===== src/rtl/motor_seq_pkg.sv =====
// motor_seq_pkg: FSM state type and width helpers shared by motor_seq_n and btn_debounce
package motor_seq_pkg;
  typedef enum logic [1:0] {IDLE, RUN, DEAD, PAUSE} state_t;
  localparam int PASS_W = 16;
  function automatic int clog2_safe(input int n);
    return (n < 2) ? 1 : $clog2(n);
  endfunction
  function automatic int div_min1(input int a, input int b);
    return (a / b < 1) ? 1 : a / b;
  endfunction
  function automatic int db_cycles(input int f_clk_hz, input int db_ms);
    return div_min1(db_ms * f_clk_hz, 1000);
  endfunction
endpackage


===== src/rtl/motor_seq_n_btn_debounce.sv =====
// btn_debounce: 2-FF sync, polarity fold, debounce counter, one-cycle rising-edge pulse
// Ports: clk, rst (async, active-high), pin (raw button), pulse (press event, 1 cycle)
module btn_debounce
  import motor_seq_pkg::*;
#(
  parameter int DB_CYC = 2,
  parameter bit ACTIVE_LOW = 1'b1
) (
  input  logic clk,
  input  logic rst,
  input  logic pin,
  output logic pulse
);
  localparam int CW = clog2_safe(DB_CYC);
  logic [1:0] sync;
  logic stable, stable_q;
  logic [CW-1:0] cnt;
  // sync holds the pressed level (active-high), so a cleared register means "released"
  always_ff @(posedge clk or posedge rst)
    if (rst) begin
      sync     <= '0;
      stable   <= 1'b0;
      stable_q <= 1'b0;
      cnt      <= '0;
      pulse    <= 1'b0;
    end else begin
      sync     <= {sync[0], pin ^ ACTIVE_LOW};
      cnt      <= (sync[1] == stable || cnt == CW'(DB_CYC - 1)) ? '0 : cnt + 1'b1;
      if (sync[1] != stable && cnt == CW'(DB_CYC - 1)) stable <= sync[1];
      stable_q <= stable;
      pulse    <= stable & ~stable_q;
    end
endmodule


===== src/rtl/motor_seq_n.sv =====
// motor_seq_n: N-channel round-robin motor sequencer with per-channel seconds, pause, loop and test speed
// Ports: clk, rst (async, active-high); start_i/stop_i/pause_i raw buttons; test_i, loop_i levels;
//   dur_i per-channel seconds; motor_o one-hot enables; chan_o, secs_left_o, busy_o, paused_o,
//   pass_cnt_o (completed passes), done_o (single-pass completion pulse).
// Define MOTOR_SEQ_DEADTIME_EN to insert DEAD_CYC all-off cycles between channels.
module motor_seq_n
  import motor_seq_pkg::*;
#(
  parameter int F_CLK_HZ = 25_000_000,
  parameter int N_MOTORS = 4,
  parameter int SECS_W = 8,
  parameter int TEST_DIV = 10,
  parameter int DB_MS = 5,
  parameter int BTN_ACTIVE_LOW = 1,
  parameter int DEAD_CYC = 25_000,
  localparam int CW = clog2_safe(N_MOTORS)
) (
  input  logic                       clk,
  input  logic                       rst,
  input  logic                       start_i,
  input  logic                       stop_i,
  input  logic                       pause_i,
  input  logic                       test_i,
  input  logic                       loop_i,
  input  logic [N_MOTORS*SECS_W-1:0] dur_i,
  output logic [N_MOTORS-1:0]        motor_o,
  output logic [CW-1:0]              chan_o,
  output logic [SECS_W-1:0]          secs_left_o,
  output logic                       busy_o,
  output logic                       paused_o,
  output logic [PASS_W-1:0]          pass_cnt_o,
  output logic                       done_o
);
  localparam int PW = clog2_safe(F_CLK_HZ + 1);
  localparam logic [PW-1:0] P_FULL = PW'(F_CLK_HZ);
  localparam logic [PW-1:0] P_TEST = PW'(div_min1(F_CLK_HZ, TEST_DIV));
  localparam logic [CW-1:0] LAST = CW'(N_MOTORS - 1);
  localparam logic [N_MOTORS-1:0] ONE = 1;
  localparam int DB_CYC = db_cycles(F_CLK_HZ, DB_MS);
  state_t state_q, state_n, resume_q, resume_n;
  logic start_p, stop_p, pause_p, tick, chan_end, done_n;
  logic [1:0] test_sync, loop_sync;
  logic [CW-1:0] chan_q, chan_n, nxt;
  logic [SECS_W-1:0] secs_q, secs_n;
  logic [PW-1:0] pre_q, pre_n;
  logic [PASS_W-1:0] pass_q, pass_n;
  logic [N_MOTORS-1:0] motor_n;
`ifdef MOTOR_SEQ_DEADTIME_EN
  localparam int DW = clog2_safe(DEAD_CYC);
  logic [DW-1:0] dead_q, dead_n;
`endif
  btn_debounce #(.DB_CYC(DB_CYC), .ACTIVE_LOW(BTN_ACTIVE_LOW != 0)) u_start (.clk(clk), .rst(rst), .pin(start_i), .pulse(start_p));
  btn_debounce #(.DB_CYC(DB_CYC), .ACTIVE_LOW(BTN_ACTIVE_LOW != 0)) u_stop  (.clk(clk), .rst(rst), .pin(stop_i),  .pulse(stop_p));
  btn_debounce #(.DB_CYC(DB_CYC), .ACTIVE_LOW(BTN_ACTIVE_LOW != 0)) u_pause (.clk(clk), .rst(rst), .pin(pause_i), .pulse(pause_p));
  function automatic logic [SECS_W-1:0] dur_of(input logic [CW-1:0] c);
    return dur_i[int'(c) * SECS_W +: SECS_W];
  endfunction
  // ">=" lets a live switch to the shorter test period tick at once instead of wrapping
  assign tick     = pre_q >= (test_sync[1] ? P_TEST : P_FULL) - 1'b1;
  // a zero-second channel ends in its first cycle, which is the one-cycle skip
  assign chan_end = secs_q == '0 || (tick && secs_q == SECS_W'(1));
  assign nxt      = (chan_q == LAST) ? '0 : chan_q + 1'b1;
  always_comb begin
    state_n  = state_q;
    resume_n = resume_q;
    chan_n   = chan_q;
    secs_n   = secs_q;
    pre_n    = pre_q;
    pass_n   = pass_q;
    done_n   = 1'b0;
`ifdef MOTOR_SEQ_DEADTIME_EN
    dead_n   = dead_q;
`endif
    case (state_q)
      IDLE: if (start_p && !stop_p && !pause_p && |dur_i) begin
        state_n = RUN;
        chan_n  = '0;
        secs_n  = dur_of('0);
        pre_n   = '0;
      end
      RUN: if (chan_end) begin
        pass_n = (chan_q == LAST) ? pass_q + 1'b1 : pass_q;
        if (chan_q == LAST && !loop_sync[1]) begin
          state_n = IDLE;
          done_n  = 1'b1;
          chan_n  = '0;
          secs_n  = '0;
          pre_n   = '0;
        end else begin
`ifdef MOTOR_SEQ_DEADTIME_EN
          state_n = DEAD;
          dead_n  = '0;
          chan_n  = nxt;
          secs_n  = '0;
          pre_n   = '0;
`else
          chan_n  = nxt;
          secs_n  = dur_of(nxt);
          pre_n   = '0;
`endif
        end
      end else begin
        secs_n = tick ? secs_q - 1'b1 : secs_q;
        pre_n  = tick ? '0 : pre_q + 1'b1;
      end
`ifdef MOTOR_SEQ_DEADTIME_EN
      DEAD: if (dead_q == DW'(DEAD_CYC - 1)) begin
        state_n = RUN;
        secs_n  = dur_of(chan_q);
        pre_n   = '0;
      end else dead_n = dead_q + 1'b1;
`endif
      PAUSE: if (pause_p || start_p) state_n = resume_q;
      default: ;
    endcase
    // the cycle a pause lands in still counts as on-time, so the normal advance
    // above is kept and only the destination is parked behind PAUSE
    if (stop_p && state_q != IDLE) begin
      state_n = IDLE;
      chan_n  = '0;
      secs_n  = '0;
      pre_n   = '0;
      pass_n  = pass_q;
      done_n  = 1'b0;
    end else if (pause_p && state_q != IDLE && state_q != PAUSE && state_n != IDLE) begin
      resume_n = state_n;
      state_n  = PAUSE;
    end
    motor_n = (state_n == RUN && secs_n != '0) ? ONE << chan_n : '0;
  end
  always_ff @(posedge clk or posedge rst)
    if (rst) state_q <= IDLE;
    else state_q <= state_n;
  always_ff @(posedge clk or posedge rst)
    if (rst) begin
      resume_q  <= IDLE;
      chan_q    <= '0;
      secs_q    <= '0;
      pre_q     <= '0;
      pass_q    <= '0;
      done_o    <= 1'b0;
      motor_o   <= '0;
      test_sync <= '0;
      loop_sync <= '0;
`ifdef MOTOR_SEQ_DEADTIME_EN
      dead_q    <= '0;
`endif
    end else begin
      resume_q  <= resume_n;
      chan_q    <= chan_n;
      secs_q    <= secs_n;
      pre_q     <= pre_n;
      pass_q    <= pass_n;
      done_o    <= done_n;
      motor_o   <= motor_n;
      test_sync <= {test_sync[0], test_i};
      loop_sync <= {loop_sync[0], loop_i};
`ifdef MOTOR_SEQ_DEADTIME_EN
      dead_q    <= dead_n;
`endif
    end
  assign chan_o      = chan_q;
  assign secs_left_o = secs_q;
  assign pass_cnt_o  = pass_q;
  assign busy_o      = state_q != IDLE;
  assign paused_o    = state_q == PAUSE;
endmodule


===== config.mk =====
export PLATFORM = sky130hd
export DESIGN_NAME = motor_seq_n
export DESIGN_NICKNAME = d
export VERILOG_FILES = /design/src/rtl/motor_seq_pkg.sv /design/src/rtl/motor_seq_n_btn_debounce.sv /design/src/rtl/motor_seq_n.sv
export SDC_FILE = /design/constraint.sdc
export NUM_CORES = 1
export LEC_CHECK = 0
export ABC_AREA = 1
export CORE_MARGIN = 5
export CORE_UTILIZATION = 58
export CTS_BUF_LIST = sky130_fd_sc_hd__clkbuf_16
export CTS_CLUSTER_DIAMETER = 50
export CTS_CLUSTER_SIZE = 28
export DETAILED_ROUTE_END_ITERATION = 12
export GPL_ROUTABILITY_DRIVEN = 0
export PLACE_DENSITY = 0.89
export SLEW_MARGIN = 0
export SYNTH_ARGS = -nofsm -noshare
export SYNTH_HDL_FRONTEND = slang
export SYNTH_HIERARCHICAL = 1
export SYNTH_SLANG_ARGS = --single-unit

===== constraint.sdc =====
create_clock -name clk -period 3.2 [get_ports clk]
set_input_delay 0.64 -clock clk [delete_from_list [all_inputs] [get_ports clk]]
set_output_delay 0.64 -clock clk [all_outputs]
set_load 0.02 [all_outputs]

# Word level (Yosys, flattened, before mapping)
# Index checks and enable logic that the tools add are counted.
[totals]
latch_bits = 0
input_bits = 39
output_inout_bits = 33
romBits = 0
wordCells = 126
regBits = 130
n_memories = 0
mem_bits_rw = 0
[op_classes]
reduce_logical = 31
multipliers = 0
n_mux = 33
n_lt_le_gt_ge = 1
eq_ne = 16
div_mod_pow = 0
shift = 2
add_sub_neg = 8
bitwise_logic = 10
[op_table]
columns = ["cell", "count"]
rows = [
  ["2-to-1 mux 25 bit", 5],
  ["adder 17 x 1 -> 17 bit, second input constant", 3],
  ["equality test 17 bit, second input constant", 3],
  ["2-to-1 mux 17 bit", 3],
  ["one-hot mux 25 bit (2 select lines)", 1],
  ["2-to-1 mux 8 bit", 5],
  ["OR reduction 32 bit", 1],
  ["indexed part select 32 x 6 -> 8 bit", 1],
  ["adder 25 x 1 -> 25 bit, second input constant", 1],
  ["greater-or-equal comparator 25 bit", 1],
  ["subtractor 25 x 1 -> 25 bit, second input constant", 1],
  ["2-to-1 mux 2 bit", 11],
  ["adder 16 x 1 -> 16 bit, second input constant", 1],
  ["one-hot mux 8 bit (2 select lines)", 1],
  ["logical AND 1 bit", 13],
  ["equality test 8 x 1 -> 1 bit, second input constant", 1],
  ["logical NOT 8 bit", 1],
  ["nonzero test 8 bit", 1],
  ["subtractor 8 x 1 -> 8 bit, second input constant", 1],
  ["inverter 1 bit", 7],
  ["one-hot mux 2 bit (3 select lines)", 1],
  ["logical OR 1 bit", 5],
  ["equality test 2 x 1 -> 1 bit, second input constant", 2],
  ["equality test 2 bit, second input constant", 2],
  ["16 further kinds", 29],
]

# Depth between registers and ports, before layout
# Gate-level depths: netlist of the first run.
[logic_depth]
ltp_word = 14
mapped_depth = 22
depth_no_buf = 21

# Hierarchy
# Netlist of the first run, hierarchy kept.
[modules_own_cells]
columns = ["module", "area_each_um2", "seq_area_each_um2", "instances", "cells_per_inst"]
rows = [
  ["motor_seq_n", 4508.1, 1601.5, 1, 613],
  ["btn_debounce", 1129.8, 550.5, 3, 146],
]

# Least setup slack after synthesis of the first run
# No wires, ideal clock.
[synth_timing]
path_kind = "flip-flop to flip-flop"
start = "register test_sync[1]"
end = "register pass_q[14], in the netlist pass_cnt_o[14]"
stages_incl_launch_ff = 17
path_buffers = 0
period_less_slack_ns = 2.443
arrival_ns = 2.313
path_slack_ns = 0.757
t_required_ns = 3.070
setup_ns = 0.130
path_cell_list = "dfrtp_1 > inv_1 > ha_1 > nand2_1 > nor2_1 > nand3_1 > nor2_2 > nor2_4 > nand3_4 > nand2_2 > nand2_4 > nand3_4 > nor3_4 > nand2_2 > nor2_4 > nand2_2 > xnor2_2"
[synth_via]
elab_chain_len = 6
[synth_lines]
columns = ["element", "line_no", "text"]
rows = [
  ["start: declaration", "motor_seq_n.sv:42", "logic [1:0] test_sync, loop_sync;"],
  ["start signal: assignment", "motor_seq_n.sv:156", "test_sync <= {test_sync[0], test_i};"],
  ["2-to-1 mux 25 bit", "motor_seq_n.sv:59", "assign tick = pre_q >= (test_sync[1] ? P_TEST : P_FULL) - 1'b1;"],
  ["subtractor 25 x 1 -> 25 bit", "motor_seq_n.sv:59", ""],
  ["greater-or-equal comparator 25 bit", "motor_seq_n.sv:59", ""],
  ["logical AND 1 bit", "motor_seq_n.sv:61", "assign chan_end = secs_q == '0 || (tick && secs_q == SECS_W'(1));"],
  ["logical OR 1 bit", "motor_seq_n.sv:61", ""],
  ["AND reduction 4 bit (no line)", "n/a", ""],
  ["end signal: assignment", "motor_seq_n.sv:153", "pass_q <= pass_n;"],
  ["end: declaration", "motor_seq_n.sv:46", "logic [PASS_W-1:0] pass_q, pass_n;"],
]
# Every way passes these cells.
# A chain may end at the register's enable or synchronous reset.

# Final worst setup path of the first run
[layout_timing]
start = "register test_sync[1]"
end = "register motor_o[1]"
[layout_via]
elab_chain_len = 14
word_cells_on_any_way = 23
classes_between = "1 x add/sub; 1 x order compare; 1 x eq/ne; 1 x shift; 13 x mux; 6 x reduce/logical"
[layout_lines]
columns = ["element", "line_no", "text"]
rows = [
  ["2-to-1 mux 25 bit (*)", "motor_seq_n.sv:59", ""],
  ["subtractor 25 x 1 -> 25 bit (*)", "motor_seq_n.sv:59", ""],
  ["greater-or-equal comparator 25 bit (*)", "motor_seq_n.sv:59", ""],
  ["logical AND 1 bit", "motor_seq_n.sv:61", ""],
  ["logical OR 1 bit", "motor_seq_n.sv:61", ""],
  ["2-to-1 mux 2 bit", "motor_seq_n.sv:81", "RUN: if (chan_end) begin"],
  ["one-hot mux 2 bit (3 select lines)", "motor_seq_n.sv:74", "case (state_q)"],
  ["nonzero test 2 bit", "motor_seq_n.sv:125", "end else if (pause_p && state_q != IDLE && state_q != PAUSE && state_n != IDLE) begin"],
  ["logical AND 1 bit", "motor_seq_n.sv:125", ""],
  ["2-to-1 mux 2 bit", "motor_seq_n.sv:125", ""],
  ["2-to-1 mux 2 bit", "motor_seq_n.sv:118", "if (stop_p && state_q != IDLE) begin"],
  ["equality test 2 x 1 -> 1 bit", "motor_seq_n.sv:129", "motor_n = (state_n == RUN && secs_n != '0) ? ONE << chan_n : '0;"],
  ["logical AND 1 bit", "motor_seq_n.sv:129", ""],
  ["2-to-1 mux 4 bit (*)", "motor_seq_n.sv:129", ""],
  ["net motor_n[1]", "motor_seq_n.sv:47", "logic [N_MOTORS-1:0] motor_n;"],
  ["end signal: assignment", "motor_seq_n.sv:155", "motor_o <= motor_n;"],
  ["end: declaration", "motor_seq_n.sv:26", "output logic [N_MOTORS-1:0] motor_o,"],
]
# Mark *: on every way through the listed nets, which the timed path passes. The rest lies on a longest branch.

==> results_dict.tcl, run 1 <==
set metrics [dict create \
    outcome "finished clean" \
    critPathLaunchType "flop" \
    number_of_setup_buffers_added_after_cts 0 \
    grt_antenna_before_repair 0 \
    grt_start_max_net_pins 26 \
    setup_viol 0 \
    p_int_w 0.00287 \
    insertion_delay_ps 430 \
    asyncSetResetFlopFracSynth_pct 100 \
    p_comb_share_pct 4.7 \
    total_die_area_um2 16100 \
    clkTransAtPathRegs_ps 60 \
    synth.net_count 1112 \
    cap_viol_max_count 0 \
    global_route.usage.met1_pct 29.4 \
    synth_area_um2 7900 \
    final.setup_skew_ps 9.90 \
    min_from "u_start/sync[0]" \
    vdd_ir_drop_max_uv 378 \
    num_rows 42 \
    worst_relative_slew_slack_pct 41.1 \
    tritoncts "built" \
    detailedRoute.firstIterationViolations 567 \
    grt_residual_overflow 0 \
    min_delay_path_depth 0 \
    maximum_achievable_frequency_ghz 0.332 \
    ratio_of_cells_with_drive_above_1_in_the_final_layout_pct 8.10 \
    totalPowerFinal_w 0.00372 \
    synth.avg_cell_area_um2 7.51 \
    crit_fanout 25 \
    cts_hold_repair.buffers 0 \
    p_sw_w 0.000843 \
    final_cycle_utilization_of_the_critical_path_pct 94.0 \
    length_of_the_first_detailed_routing_pass_in_iterations 6 \
    report.final.slew_viol_count 0 \
    ys_types 45 \
    grt_busiest_layer "met2" \
    place.detailed.hpwl_um 13400 \
    syn-instance-count 1051 \
    antenna-diode-count 0 \
    nets 1196 \
    floorplan.die.width_um 127 \
    clkPwrFrac_pct 50.3 \
    worstSetupEndpointType "flop" \
    worst_path_most_repeated_cell "nand2_1" \
    ys_seq_area_share_pct 41.2 \
    initial_core_util_pct 59.4 \
    final_total_negative_setup_slack_ps 0 \
    filler_cell_count 1004 \
    worstPathRequired_ps 3510 \
    final_antenna_net_count 0 \
    global_route_wire_length_before_repair_um 31100 \
    worst_path_dominant_cell_family "simple AND/OR/NAND/NOR gates" \
    drt_wl_total_um 18300 \
    h-tree-depth 4 \
    io_pins 72 \
    count_of_flip_flops_with_a_built_in_enable_after_synthesis 0 \
    total_via_count_in_the_routed_design 7124 \
    worstPathCellList "inv_1, ha_1, nand2_1, nor2_1, nand3_1, nor2_2, nor2_4, nand3_4, nand2_2, nand2_4, o21ai_1, nand2_1, nand2_1, nand2_1, nand2_1, nor2_1, nand2_1, nand2_2, nor2_1" \
    cts_made_buffers 17 \
    first_global_vias 6693 \
    switching_share_pct 22.7 \
    grt_util_met3_pct 4.08 \
    sequential_cell_fraction_of_total_power_pct 45.1 \
    postSynthRegisterBits 130 \
    buffer_ports.inserted 71 \
    power_per_cell_area_nw_per_um2 397 \
    worstRegToRegCells 19 \
    max_slew.worst_pin.slew_ps 883 \
    globalRouteMet2Util_pct 41.2 \
    post-route-drc-count 0 \
    worst_r2r_setup_slack_ps 190 \
    cp.arrival_ps 3320 \
    timing.rr.end "motor_o[1]" \
    slowest_stage "dfrtp_2" \
    dr_vias_cell 5.38 \
    cts_resized 1 \
    syn_to_final_growth_pct 18.5 \
    fp.coreArea_um2 13300 \
    min-delay-path-class "flop to flop" \
    layout_min_cycle_time_ps 3010 \
    die_h_um 127 \
    timing.setup.critical_path_class "flop to flop" \
    dominantRegCellSynth "dfrtp_1" \
    yosys_warnings 6 \
    crit_path_max_incr_delay_ps 480 \
    worst_hold_path.endpoint "u_start/sync[1]" \
    leakage_nw 4.42 \
    max-clock-path-buffers 2 \
    finalHoldWorstSlack_ps 347 \
    crit_reg_reg_startpoint "test_sync[1]" \
    setup_repair_after_global_routing_missed_its_margin "false" \
    clkSinkCount 130 \
    timing_hold_violations_final 0 \
    critPathBufInv 1 \
    buffer_cell_driving_the_clock_tree_root "clkbuf_16" \
    route.detailed.wl_per_inst_um 13.8 \
    grt_usage_pct 23.5 \
]
-- final cells by class --
| type | instances | area [um^2] | area share [%] |
|---|---|---|---|
| multi-input combinational | 767 | 4010 | 42.9 |
| clock buffer | 17 | 425 | 4.55 |
| sequential | 130 | 3250 | 34.8 |
| clock inverter | 15 | 145 | 1.55 |
| timing repair buffer | 80 | 778 | 8.32 |
| tap | 176 | 220 | 2.35 |
| inverter | 139 | 522 | 5.58 |
-- per-layer routing --
| metal | vias to the layer above | wire length (um) |
|---|---|---|
| met5 | - | 0 |
| met4 | 0 | 279 |
| met3 | 29 | 1040 |
| met2 | 262 | 9410 |
| met1 | 3318 | 7560 |
| li1 | 3515 | - |
-- worst max path at each step --
stage,start,end,slack [ps],cells after the start
2_1_floorplan,test_sync[1],pass_cnt_o[14],760,16
3_3_place_gp,test_sync[1],pre_q[11],190,13
3_5_place_dp,test_sync[1],pre_q[11],1,13
4_1_cts,test_sync[1],motor_o[1],120,19
5_1_grt,test_sync[1],motor_o[1],20,19
6_report,test_sync[1],motor_o[1],190,19
-- cell usage after synthesis (all sizes together), types with 2 or more instances --
cell    instances  area [um^2]
o211ai          8         60.1
a32o            3         30.0
a31oi           4         25.0
xor2           41          359
nand3          59          333
nand4          23          144
dfrtp         130         3250
or2             2         12.5
a221oi          2         23.8
nor3           12         86.3
nand2         268         1070
inv           137          514
o21bai          4         30.0
nor2          202          811
o31ai           5         37.5
o21a            2         15.0
ha             22          275
a21oi          28          144
xnor2          22          200
buf            14          109
o32ai           5         43.8
clkinv          2         7.51
o21ai          50          258
-- kinds of logic after synthesis --
| kind of cell | synth area share, % |
|---|---|
| and+or+nand+nor | 31.4 |
| buffers and inverters | 8.03 |
| DFF | 41.2 |
| AOI/OAI and AO/OA | 8.63 |
| xor gates and xnor gates | 7.08 |
| adders and majority gates | 3.49 |
| muxes | 0.143 |
-- stage by stage --
step	instance area [um^2]	instances	utilization [%]	setup slack (ps)
5_1_grt	9360	1324	70.4	19.6
3_3_place_gp	8780	1292	66.1	186
6_report	9360	1324	70.4	191
3_5_place_dp	8780	1292	66.1	1.22
2_1_floorplan	7900	1051	-	757
4_1_cts	9360	1324	70.4	125
-- worst register-to-register path: stages (launching register included) --
cell and delay, ps:
dfrtp_2 480, inv_1 140, ha_1 320, nand2_1 70, nor2_1 160, nand3_1 110, nor2_2 160, nor2_4 60
nand3_4 150, nand2_2 90, nand2_4 260, o21ai_1 160, nand2_1 110, nand2_1 60, nand2_1 70, nand2_1 50
nor2_1 180, nand2_1 110, nand2_2 100, nor2_1 50
-- flip-flops by register name (all words and copies together), names as in the netlist, 2 cells and up --
register      cells
chan_o            2
loop_sync         2
motor_o           4
pass_cnt_o       16
pre_q            25
resume_q          2
secs_left_o       8
state_q           2
test_sync         2
u_pause/cnt      17
u_pause/sync      2
u_start/cnt      17
u_start/sync      2
u_stop/cnt       17
u_stop/sync       2
-- layout by cell type (no fill, tap or decap), types with 2 or more instances in the layout --
cell type,Yosys,routed
nor2_1,187,186
o211ai_1,8,8
buf_4,1,9
nand2_1,251,251
bufinv_16,0,2
inv_1,132,133
a32o_1,3,3
nand3_1,56,56
clkinv_4,0,5
xnor2_1,21,21
o21ai_2,2,2
nand3_4,3,3
or2_2,2,2
ha_1,22,22
inv_2,5,6
nor3_2,3,3
clkbuf_16,0,17
nor2_4,3,3
a31oi_1,4,4
nor3_1,8,8
o21ai_0,42,42
nand4_1,23,23
clkdlybuf4s50_1,0,71
clkinv_1,2,4
o31ai_1,5,5
o21ai_1,6,6
nand2_4,4,4
dfrtp_1,130,129
o32ai_1,5,5
xor2_1,41,41
o21a_1,2,2
clkinv_2,0,2
nand2_2,13,13
a21oi_1,27,27
nor2_2,12,13
o21bai_1,4,4
-- power groups by stage --
| stage | clock network [W] | registers, W | logic, W |
|---|---|---|---|
| after global routing | 0.00198 | 0.00168 | 0.000198 |
| final | 0.00187 | 0.00168 | 0.000173 |
| after global placement | 0 | 0.00170 | 0.000170 |
| after CTS | 0.00189 | 0.00168 | 0.000175 |
| after detailed placement | 0 | 0.00170 | 0.000174 |
| after floorplan | 0 | 0.00170 | 0.000103 |
(Power assumes the default switching activity.)
==> inputs of run 2 (changes only) <==
--- a/config.mk
+++ b/config.mk
@@ -6,6 +6,7 @@
 export NUM_CORES = 1
 export LEC_CHECK = 0
 export ABC_AREA = 1
+export CORE_ASPECT_RATIO = 0.5
 export CORE_MARGIN = 5
 export CORE_UTILIZATION = 58
 export CTS_BUF_LIST = sky130_fd_sc_hd__clkbuf_16
==> run 2 against run 1 <==
  * Count of clock-buffer cells in the layout is the same
  * Sequential cell count is the same
  * Design area grew 1.0%
  * Critical endpoint is now pass_cnt_o[15]
  * Highest routed layer unchanged
==> results_dict.tcl, run 2 (synthesis results as in run 1) <==
set metrics [dict create \
    outcome "finished clean" \
    cp_num_cells 16 \
    post-route-drc-count 0 \
    final_cycle_utilization_of_the_critical_path_pct 92.0 \
    max_slew.worst_pin.slew_ps 865 \
    final_total_negative_setup_slack_ps 0 \
    detailedRoute.firstIterationViolations 740 \
    grt_antenna_before_repair 0 \
    nets 1194 \
    largest_register_ffs 25 \
    min-delay-path-class "flop to flop" \
    die_h_um 92.5 \
    cts_made_buffers 17 \
    maximum_achievable_frequency_ghz 0.340 \
    worst_path_most_repeated_cell "nor2_2" \
    crit_path_max_incr_delay_ps 480 \
    setup_repair_after_global_routing_missed_its_margin "false" \
    h-tree-depth 4 \
    num_rows 30 \
    tritoncts "built" \
    insertion_delay_ps 420 \
    worst_r2r_setup_slack_ps 260 \
    floorplan.die.width_um 175 \
    crit_reg_reg_startpoint "test_sync[1]" \
    final.setup_skew_ps 7.68 \
    crit_fanout 25 \
    cap_viol_max_count 0 \
    power_per_cell_area_nw_per_um2 426 \
    grt_start_max_net_pins 43 \
    buffer_ports.inserted 71 \
    setup_viol 0 \
    layout_commonest_cell "nand2_1" \
    io_pins 72 \
    syn_to_final_growth_pct 19.7 \
    vdd_ir_drop_max_uv 342 \
    p_comb_share_pct 4.5 \
    initial_core_util_pct 58.8 \
    place.detailed.hpwl_um 14200 \
    report.final.slew_viol_count 0 \
    length_of_the_first_detailed_routing_pass_in_iterations 8 \
    layout_min_cycle_time_ps 2940 \
    grt_usage_pct 26.5 \
    total_die_area_um2 16200 \
    filler_cell_count 999 \
    grt_residual_overflow 0 \
    clkPwrFrac_pct 54.0 \
    global_route_wire_length_before_repair_um 35000 \
    timing.setup.critical_path_class "flop to flop" \
    worst_relative_slew_slack_pct 42.3 \
    final_antenna_net_count 0 \
    critPathLaunchType "flop" \
    buffer_cell_driving_the_clock_tree_root "clkbuf_16" \
    critical_path.startpoint "test_sync[1]" \
    clkSinkCount 130 \
    drt_wl_total_um 20900 \
    max-clock-path-buffers 2 \
    ratio_of_cells_with_drive_above_1_in_the_final_layout_pct 8.20 \
    worstSetupEndpointType "flop" \
    leakage_nw 4.45 \
    total_via_count_in_the_routed_design 7412 \
    slowest_stage "dfrtp_2" \
    timing_hold_violations_final 0 \
    finalHoldWorstSlack_ps 347 \
    dr_vias_cell 5.61 \
    cp.arrival_ps 3250 \
    final_cell_mix "nand2_1 (251), nor2_1 (186), inv_1 (132)" \
    route.detailed.wl_per_inst_um 15.8 \
    critPathCapture "pass_cnt_o[15]" \
    layout.core_utilization_pct 70.4 \
    sequential_cell_fraction_of_total_power_pct 41.5 \
    first_global_vias 7552 \
    worstPathRequired_ps 3500 \
    p_int_w 0.00313 \
    worstPathCellList "inv_1, ha_1, nand2_1, nor2_1, nand3_1, nor2_2, nor2_4, nand3_4, nand2_2, nand2_8, nand3_4, nor2_2, inv_1, nor2_2, nand4_1, xnor2_1" \
    worstRegToRegCells 16 \
    worst_path_dominant_cell_family "simple AND/OR/NAND/NOR gates" \
    critPathBufInv 2 \
    p_sw_w 0.000900 \
    antenna-diode-count 0 \
    timing.rr.end "pass_cnt_o[15]" \
    clkTransAtPathRegs_ps 60 \
    switching_share_pct 22.3 \
    fp.coreArea_um2 13400 \
    max_flop_register "pre_q" \
]
==> run 2: changes by cell type in the layout (fill, tap and decap cells not counted), moves of 2 or more <==
cell | previous run | this run
clkinv_4 | 5 | 1
buf_4 | 9 | 6
bufinv_16 | 2 | 5
inv_6 | 1 | 4
clkinv_1 | 4 | 2
==> run 2: how the worst min path moves through the flow <==
| stage | start | end | depth (start not counted) |
|---|---|---|---|
| detailed placement | u_pause/sync[0] | u_pause/sync[1] | 0 |
| finish | test_sync[0] | test_sync[1] | 0 |
| global route | loop_sync[0] | loop_sync[1] | 0 |
| CTS | test_sync[0] | test_sync[1] | 0 |
| global placement | test_sync[0] | test_sync[1] | 0 |
| floorplan | loop_sync[0] | loop_sync[1] | 0 |
==> run 2: power by group through the flow <==
stage | logic (W) | registers, W | clock network, W
4_1_cts | 0.000182 | 0.00167 | 0.00219
3_5_place_dp | 0.000179 | 0.00170 | 0
2_1_floorplan | 0.000103 | 0.00170 | 0
6_report | 0.000181 | 0.00167 | 0.00218
3_3_place_gp | 0.000174 | 0.00170 | 0
5_1_grt | 0.000205 | 0.00168 | 0.00227
==> run 2: repair_timing <==
action	in CTS	in global routing
hold buffers	0	0
endpoints found under the setup margin	0	22
resized for setup	0	4
setup buffers	0	0
endpoints found under the hold margin	0	0
==> run 2: area by class of cell <==
cell class / instances / area [um^2] / area share (%)
inverter: 139 / 522 / 5.52
multi-input combinational: 767 / 4030 / 42.6
clock inverter: 15 / 229 / 2.42
timing repair buffer: 78 / 776 / 8.20
tap: 176 / 220 / 2.33
sequential: 130 / 3250 / 34.4
clock buffer: 17 / 425 / 4.50
==> run 2: metal layers <==
metal | vias up | share of wire, % | global-route usage, % | wire length (um)
met5 | - | 0 | 0 | 0
met4 | 0 | 4.8 | 14.9 | 994
met3 | 110 | 6.2 | 5.18 | 1290
met2 | 358 | 51 | 47.9 | 10600
met1 | 3433 | 38 | 29.6 | 7950
li1 | 3511 | - | - | -
==> run 2: stage by stage <==
stage	total power [W]	setup slack [ps]	std cells	instance area, um^2
after global routing	0.00415	48.6	1322	9460
after detailed placement	0.00188	78.4	1290	8780
final	0.00403	255	1322	9460
after floorplan	0.00180	757	1051	7900
after global placement	0.00188	279	1290	8780
after CTS	0.00404	66.3	1322	9440
